**config.mk**
```make
export PLATFORM = sky130hd
export DESIGN_NAME = mult_result_sat
export DESIGN_NICKNAME = d
export VERILOG_FILES = /design/src/rtl/mult_result_sat.sv
export SDC_FILE = /design/constraint.sdc
export NUM_CORES = 1
export LEC_CHECK = 0
export CORE_MARGIN = 1
export CORE_UTILIZATION = 35
export CTS_CLUSTER_SIZE = 30
export DETAILED_ROUTE_END_ITERATION = 8
export SYNTH_ARGS = -nofsm -noshare
export SYNTH_HDL_FRONTEND = slang
export SYNTH_SLANG_ARGS = --single-unit
```
**constraint.sdc**
```tcl
create_clock -name clk -period 2.19 [get_ports clk]
set_clock_uncertainty 0.05 [all_clocks]
set_input_delay 0.438 -clock clk [delete_from_list [all_inputs] [get_ports clk]]
set_output_delay 0.438 -clock clk [all_outputs]
set_load 0.01 [all_outputs]
```
**src/rtl/mult_result_sat.sv**
```systemverilog
// ---------------------------------------------------------------------------
// mult_result_sat
//
// Downstream stage of the sequential `mult` multiplier. The block follows the
// multiplier's start/busy handshake and captures `prod` when a run finishes.
// It then scales the product by 2^-SHIFT and saturates it to a signed
// OUT_BITS value. Results wait in a 2-entry FIFO that the consumer drains
// through a valid/ready handshake.
//
// Optional build macro:
//   MULT_RESULT_ROUND_EN - when defined, the block adds 2^(SHIFT-1) before
//                          the arithmetic shift, which rounds half toward
//                          +inf. When undefined, the shift truncates toward
//                          -inf (floor). The FSM, the FIFO and the handshake
//                          are the same in both builds.
//
// Ports:
//   clk        in   rising-edge clock shared with mult
//   reset      in   asynchronous active-high reset
//   start      in   start pulse that also drives mult
//   busy       in   mult busy output
//   prod       in   [M_BITS+N_BITS-1:0] two's-complement product
//   out_data   out  [OUT_BITS-1:0] head-of-FIFO result, signed, registered
//   out_ovf    out  head-of-FIFO saturation flag, registered
//   out_valid  out  FIFO non-empty
//   out_ready  in   consumer accepts the head when out_valid is high
//   out_level  out  [1:0] FIFO occupancy, 0..2
//   err_lost   out  sticky; set when a run was ignored because staging was
//                   still occupied
// ---------------------------------------------------------------------------
module mult_result_sat #(
    parameter int M_BITS   = 12,
    parameter int N_BITS   = 8,
    parameter int SHIFT    = 4,
    parameter int OUT_BITS = 12
) (
    input  logic                       clk,
    input  logic                       reset,
    input  logic                       start,
    input  logic                       busy,
    input  logic [M_BITS+N_BITS-1:0]   prod,
    output logic [OUT_BITS-1:0]        out_data,
    output logic                       out_ovf,
    output logic                       out_valid,
    input  logic                       out_ready,
    output logic [1:0]                 out_level,
    output logic                       err_lost
);

    localparam int P_BITS = M_BITS + N_BITS;
    // One guard bit means the rounding bias can never wrap the sum.
    localparam int W_BITS = P_BITS + 1;
    // Each entry is stored as {ovf, data}.
    localparam int E_BITS = OUT_BITS + 1;

    localparam logic signed [W_BITS-1:0] C_SAT_MAX =
        {{(W_BITS-OUT_BITS+1){1'b0}}, {(OUT_BITS-1){1'b1}}};
    localparam logic signed [W_BITS-1:0] C_SAT_MIN =
        {{(W_BITS-OUT_BITS+1){1'b1}}, {(OUT_BITS-1){1'b0}}};
    localparam logic [OUT_BITS-1:0] C_OUT_MAX = {1'b0, {(OUT_BITS-1){1'b1}}};
    localparam logic [OUT_BITS-1:0] C_OUT_MIN = {1'b1, {(OUT_BITS-1){1'b0}}};

`ifdef MULT_RESULT_ROUND_EN
    localparam logic signed [W_BITS-1:0] C_ROUND_BIAS =
        {{(W_BITS-1){1'b0}}, 1'b1} << (SHIFT - 1);
`endif

    typedef enum logic [1:0] {
        S_IDLE  = 2'd0,
        S_ARMED = 2'd1,
        S_RUN   = 2'd2,
        S_PUSH  = 2'd3
    } state_t;

    // Scale the product, saturate it, and return {ovf, data}.
    function automatic logic [E_BITS-1:0] f_scale_sat(input logic [P_BITS-1:0] p);
        logic signed [W_BITS-1:0] v_ext;
        logic signed [W_BITS-1:0] v_s;
        logic [E_BITS-1:0]        v_res;
        v_ext = $signed({p[P_BITS-1], p});
`ifdef MULT_RESULT_ROUND_EN
        v_ext = v_ext + C_ROUND_BIAS;
`endif
        v_s = v_ext >>> SHIFT;
        if (v_s > C_SAT_MAX) begin
            v_res = {1'b1, C_OUT_MAX};
        end else if (v_s < C_SAT_MIN) begin
            v_res = {1'b1, C_OUT_MIN};
        end else begin
            v_res = {1'b0, v_s[OUT_BITS-1:0]};
        end
        return v_res;
    endfunction

    state_t              r_state;
    logic [E_BITS-1:0]   r_stage;
    logic                r_err_lost;
    logic [E_BITS-1:0]   r_head;
    logic [E_BITS-1:0]   r_tail;
    logic [1:0]          r_level;
    logic                r_valid;

    logic [E_BITS-1:0]   w_res;
    logic                w_push;
    logic                w_pop;
    logic [1:0]          w_level_nxt;

    // Compute the scaled, saturated result from the current product.
    always_comb begin
        w_res = f_scale_sat(prod);
    end

    // Derive the push and pop strobes from the registered FIFO level.
    always_comb begin
        w_push = 1'b0;
        w_pop  = 1'b0;
        if ((r_state == S_PUSH) && (r_level != 2'd2)) begin
            w_push = 1'b1;
        end else begin
            w_push = 1'b0;
        end
        if (r_valid && out_ready) begin
            w_pop = 1'b1;
        end else begin
            w_pop = 1'b0;
        end
    end

    // Compute the next FIFO occupancy. When push and pop happen together, the level stays the same.
    always_comb begin
        w_level_nxt = r_level;
        if (w_push && !w_pop) begin
            w_level_nxt = r_level + 2'd1;
        end else if (w_pop && !w_push) begin
            w_level_nxt = r_level - 2'd1;
        end else begin
            w_level_nxt = r_level;
        end
    end

    // Capture FSM. It follows start/busy, stages the result and sets the sticky lost-run flag.
    always_ff @(posedge clk or posedge reset) begin
        if (reset) begin
            r_state    <= S_IDLE;
            r_stage    <= {E_BITS{1'b0}};
            r_err_lost <= 1'b0;
        end else begin
            case (r_state)
                S_IDLE: begin
                    if (start) begin
                        r_state <= S_ARMED;
                    end else begin
                        r_state <= S_IDLE;
                    end
                end
                S_ARMED: begin
                    if (busy) begin
                        r_state <= S_RUN;
                    end else begin
                        r_state <= S_ARMED;
                    end
                end
                S_RUN: begin
                    // A start pulse in mid-run means mult restarted, so the old run is discarded.
                    if (start) begin
                        r_state <= S_ARMED;
                    end else if (!busy) begin
                        r_stage <= w_res;
                        r_state <= S_PUSH;
                    end else begin
                        r_state <= S_RUN;
                    end
                end
                S_PUSH: begin
                    if (w_push) begin
                        if (start) begin
                            r_state <= S_ARMED;
                        end else begin
                            r_state <= S_IDLE;
                        end
                    end else begin
                        // A new run cannot be tracked while staging is full. Record that it was lost.
                        if (start) begin
                            r_err_lost <= 1'b1;
                        end else begin
                            r_err_lost <= r_err_lost;
                        end
                        r_state <= S_PUSH;
                    end
                end
                default: begin
                    r_state <= S_IDLE;
                end
            endcase
        end
    end

    // Two-entry FIFO. The head register drives the outputs directly and keeps its value once the FIFO is empty.
    always_ff @(posedge clk or posedge reset) begin
        if (reset) begin
            r_head  <= {E_BITS{1'b0}};
            r_tail  <= {E_BITS{1'b0}};
            r_level <= 2'd0;
            r_valid <= 1'b0;
        end else begin
            r_level <= w_level_nxt;
            r_valid <= (w_level_nxt != 2'd0);
            if (w_push && w_pop) begin
                // Only reachable at level 1: the new entry replaces the popped head.
                r_head <= r_stage;
            end else if (w_pop) begin
                if (r_level == 2'd2) begin
                    r_head <= r_tail;
                end else begin
                    r_head <= r_head;
                end
            end else if (w_push) begin
                if (r_level == 2'd0) begin
                    r_head <= r_stage;
                end else begin
                    r_tail <= r_stage;
                end
            end else begin
                r_head <= r_head;
                r_tail <= r_tail;
            end
        end
    end

    assign out_data  = r_head[OUT_BITS-1:0];
    assign out_ovf   = r_head[OUT_BITS];
    assign out_valid = r_valid;
    assign out_level = r_level;
    assign err_lost  = r_err_lost;

endmodule

```
### Yosys cells after proc, flatten, opt, wreduce, memory -nomap -nowiden

Index checks and enable logic that the tools add are counted.

| storage, ports and cells | value |
|---|---|
| register bits after elaboration | 45 |
| output and inout port bits | 17 |
| input bits | 25 |
| memories | 0 |
| bits in read-only memories | 0 |
| RAM bits | 0 |
| logic and storage cells | 56 |
| latch bits | 0 |

| operators by class | value |
|---|---|
| muxes and demuxes | 17 |
| bitwise logic cells | 6 |
| reductions and logical operators | 16 |
| $mul | 0 |
| add/sub/neg operators | 2 |
| shifts and indexed selects | 0 |
| equal/unequal tests | 6 |
| div/mod/pow operators | 0 |
| order comparisons | 2 |

Operators with widths:

| kind | number |
|---|---|
| $mux W13 | 7 |
| $gt A16 B12 Y1 const B | 1 |
| $lt A16 B12 Y1 const B | 1 |
| $mux W2 | 5 |
| $reduce_and A3 Y1 | 3 |
| $pmux W2 S4 | 1 |
| $eq A2 B2 Y1 const B | 3 |
| $not A1 Y1 | 6 |
| $reduce_bool A3 Y1 | 2 |
| $logic_and A1 B1 Y1 | 5 |
| $logic_not A2 Y1 | 2 |
| $mux W1 | 4 |
| $reduce_and A4 Y1 | 1 |
| $ne A3 B1 Y1 const B | 1 |
| $add A2 B1 Y2 const B | 1 |
| $eq A2 B1 Y1 const B | 1 |
| $logic_not A1 Y1 | 2 |
| $ne A2 B2 Y1 const B | 1 |
| $reduce_bool A2 Y1 | 1 |
| $sub A2 B1 Y2 const B | 1 |

### Logic depth before layout (Yosys ltp)

| logic depth | value |
|---|---|
| depth after elaboration | 8 |
| mapped depth | 7 |

### Least setup slack after synthesis

Ideal clock, no wire load.

| path | value |
|---|---|
| path kind | reg2reg |
| start | reg r_level[0] (netlist: out_level[0]) |
| end | reg r_tail[0] |
| buffers on the path | 2 |
| path slack | 161 ps |
| setup time | 125 ps |
| arrival | 1854 ps |
| period minus slack after synthesis | 2029 ps |
| stages on the path, launching flop included | 8 |
| data required time | 2015 ps |
| cells stage by stage | dfrtp_1 inv_1 ha_1 nand3b_1 or3_1 buf_2 buf_6 mux2_4 |

| between the ends | value |
|---|---|
| cells in the longest elaborated chain, start to end | 6 |

Ends and longest elaborated chain:

| what | RTL line | text |
|---|---|---|
| from (decl) | 100 | `logic [1:0] r_level;` |
| from (signal assigned) | 206 | `r_level <= w_level_nxt;` |
| $ne A2 B2 Y1 | 117 | `if ((r_state == S_PUSH) && (r_level != 2'd2)) begin` |
| $logic_and A1 B1 Y1 | 117 |  |
| $mux W1 | 117 |  |
| $logic_and A1 B1 Y1 | 208 | `if (w_push && w_pop) begin` |
| $not A1 Y1 (no line) | n/a |  |
| $reduce_and A4 Y1 (no line) * | n/a |  |
| to (signal assigned) | 202 | `r_tail <= {E_BITS{1'b0}};` |
| to (signal assigned) | 221 | `r_tail <= r_stage;` |
| to (signal assigned) | 225 | `r_tail <= r_tail;` |
| to (decl) | 99 | `logic [E_BITS-1:0] r_tail;` |

Mark *: on every way between the ends. The rest lies on a longest branch, timed or not.
A chain may end at the register's enable or synchronous reset.

### Worst setup path in the final report

Same ends and word-level chain as after synthesis.

==> results.sh <==
export IMPL_clk_pin_slew_ns=0.08
export IMPL_hold_viol_final=0
export IMPL_postCtsSetupBuffers=0
export IMPL_syn_num_nets=210
export IMPL_fp_dieH_um=77.94
export IMPL_fillers=527
export IMPL_tns_ns=0
export IMPL_syn_avg_cell_area_um2=11.03
export IMPL_finalCritPeriodShare_pct=88.59
export IMPL_setup_ws_ns=0.2499
export IMPL_grt_pass1_wl_um=6624
export IMPL_grt_pass1_vias=1370
export IMPL_num_vias=1430
export IMPL_wl_per_cell_um=12.81
export IMPL_dp_slack_ns=0.1318
export IMPL_slew_headroom_pct=70.16
export IMPL_ant_nets=0
export IMPL_grt_max_degree=46
export IMPL_postSynthCellCount=183
export IMPL_routed_wl_um=3831
export IMPL_cts_root_buf="clkbuf_8"
export IMPL_synth_seq_area_share_pct=55.80
export IMPL_cp_arrival_ns=2.07
export IMPL_rows=27
export IMPL_ios=42
export IMPL_hpwl_um=2659
export IMPL_antenna_found_initial=0
export IMPL_setup_violations=0
export IMPL_power_density_mw_per_mm2=1386
export IMPL_ctsHoldBuffers=0
export IMPL_drive_gt1_share_pct=14.10
export IMPL_syn2layout_area_growth_pct=30.50
export IMPL_power_leakage_nw=1.195
export IMPL_gr_usage_all_layers_pct=14.14
export IMPL_firstDrtPassIters=4
export IMPL_cts_max_level=2
export IMPL_hold_path_class="flip-flop to flip-flop"
export IMPL_ys_ff_latch=45
export IMPL_clock_sinks=45
export IMPL_cts_tree="yes"
export IMPL_rsz0062_at_grt="no"
export IMPL_crit_path_start_kind="flip-flop"
export IMPL_die_area_mm2=0.006074
export IMPL_maxClockFrequency_mhz=515.4
export IMPL_required_ns=2.32
export IMPL_ys_types=29
export IMPL_min_period_ns=1.940
export IMPL_final_common_cell="dfrtp_1"
export IMPL_gp_congestion=0.7638
export IMPL_clkLatencyLatePin_ns=0.29
export IMPL_fin_util_pct=47.54
export IMPL_synth_area_mm2=0.002018
export IMPL_antenna_cells=0
export IMPL_numPortBuffers=37
export IMPL_nets=254
export IMPL_vias_per_cell=4.783
export IMPL_final_area_mm2=0.002634
export IMPL_drc_errors=0
export IMPL_yosys_warnings=0
export IMPL_worstSetupPathType="flip-flop to flip-flop"
export IMPL_status="completed"
export IMPL_mostFrequentLayoutCells="dfrtp_1 (45), clkdlybuf4s50_1 (37), nand2_1 (31)"
export IMPL_coreArea_mm2=0.005540
export IMPL_worst_path_max_fanout=13
export IMPL_cap_violations=0
export IMPL_peakVddDrop_v=0.0005106
export IMPL_dieWidth_um=77.94
export IMPL_drv_slew=0
export IMPL_cts_resized=0
export IMPL_grt_overflow=0
export IMPL_initial_core_util_pct=36.43
export IMPL_worst_pin_slew_ns=0.4465
export IMPL_dpl_cell_area_mm2=0.002530
export IMPL_cts_made_buffers=5
export IMPL_clockBufferDepth=2
export IMPL_drtIter0Drc=115
export IMPL_end_kind="flip-flop"
-- kinds of logic (layout without fill, tap and decap cells) --
kind of cell / Yosys count / in the layout / synth area share (%)
AO/OA/AOI/OAI: 37 / 37 / 10.11
flip-flops: 45 / 45 / 55.80
XOR/XNOR: 1 / 1 / 0.4341
buffers and inverters: 14 / 58 / 3.596
adder cells (fa/ha/maj): 2 / 2 / 1.240
AND/OR/NAND/NOR: 56 / 56 / 12.21
multiplexers: 28 / 28 / 16.61
-- sequential cells by signal, indices dropped and copies added, names as in the netlist --
name	flops
r_state	2
r_tail	13
out_level	2
err_lost	1
r_stage	13
out_valid	1
r_head	13
-- Yosys cell counts --
library cell | instances | area share (%)
dfrtp_1 | 45 | 56
nand2_1 | 31 | 5.8
a21oi_1 | 15 | 3.7
nor2_1 | 15 | 2.8
o21ai_0 | 15 | 3.7
mux2i_1 | 14 | 6.9
mux2_4 | 10 | 7.4
inv_1 | 5 | 0.93
buf_2 | 4 | 0.99
mux2_2 | 4 | 2.2
and2_1 | 3 | 0.93
buf_4 | 2 | 0.74
clkbuf_1 | 2 | 0.37
ha_1 | 2 | 1.2
o22ai_1 | 2 | 0.62
a31o_2 | 1 | 0.43
a31oi_1 | 1 | 0.31
a32oi_1 | 1 | 0.43
and3b_1 | 1 | 0.43
buf_6 | 1 | 0.56
nand3_1 | 1 | 0.25
nand3b_1 | 1 | 0.37
nand4_1 | 1 | 0.31
nor2b_1 | 1 | 0.31
nor4b_2 | 1 | 0.74
o22a_1 | 1 | 0.43
o41ai_1 | 1 | 0.43
or3_1 | 1 | 0.31
xnor2_1 | 1 | 0.43
-- routing by layer --
layer	vias up	wire (um)	track usage, %
met1	678	1830	18.93
met3	2	129	3.529
met2	28	1834	22.21
met5	-	0	0
li1	722	-	-
met4	0	36	5.000
-- power breakdown --
group	internal, mW	switching, mW
clock	0.332	0.268
sequential	1.25	0.277
combinational	0.880	0.646
total	2.46	1.19
-- worst max-delay path, stage by stage, from the launching register on --
cell and delay, ns:
dfrtp_1 0.39, inv_1 0.10, ha_1 0.21, nand3b_1 0.19, or3_1 0.42, buf_12 0.18
mux2_4 0.30
-- final cells by class --
class	instances	area (um2)	share of cell area [%]
clock inverters	2	35.03	1.330
flip-flops and latches	45	1126	42.76
inverters	5	18.77	0.7126
clock buffers	5	68.82	2.613
repair buffers	46	475.5	18.05
multi-input cells	124	819.5	31.12
well taps	72	90.09	3.420
-- metrics by stage --
step | hold slack, ns | power (mW) | instances
2_1_floorplan | 0.4291 | 2.500 | 183
3_3_place_gp | 0.4048 | 3.040 | 292
3_5_place_dp | 0.4091 | 3.094 | 292
4_1_cts | 0.4273 | 3.704 | 299
5_1_grt | 0.4378 | 3.937 | 299
6_report | 0.4218 | 3.651 | 299
-- worst paths after layout --
kind	from	end	slack, ns	cells after the start
max	out_level[0]	r_tail[0]	0.25	6
min	err_lost	err_lost	0.42	1
max reg2reg	out_level[0]	r_tail[0]	0.25	6
min reg2reg	err_lost	err_lost	0.42	1
max in group asynchronous	reset	r_head[11]	1.43	3
min in group asynchronous	reset	r_state[1]	0.45	3
No activity file was read; power rests on OpenSTA's default activity.
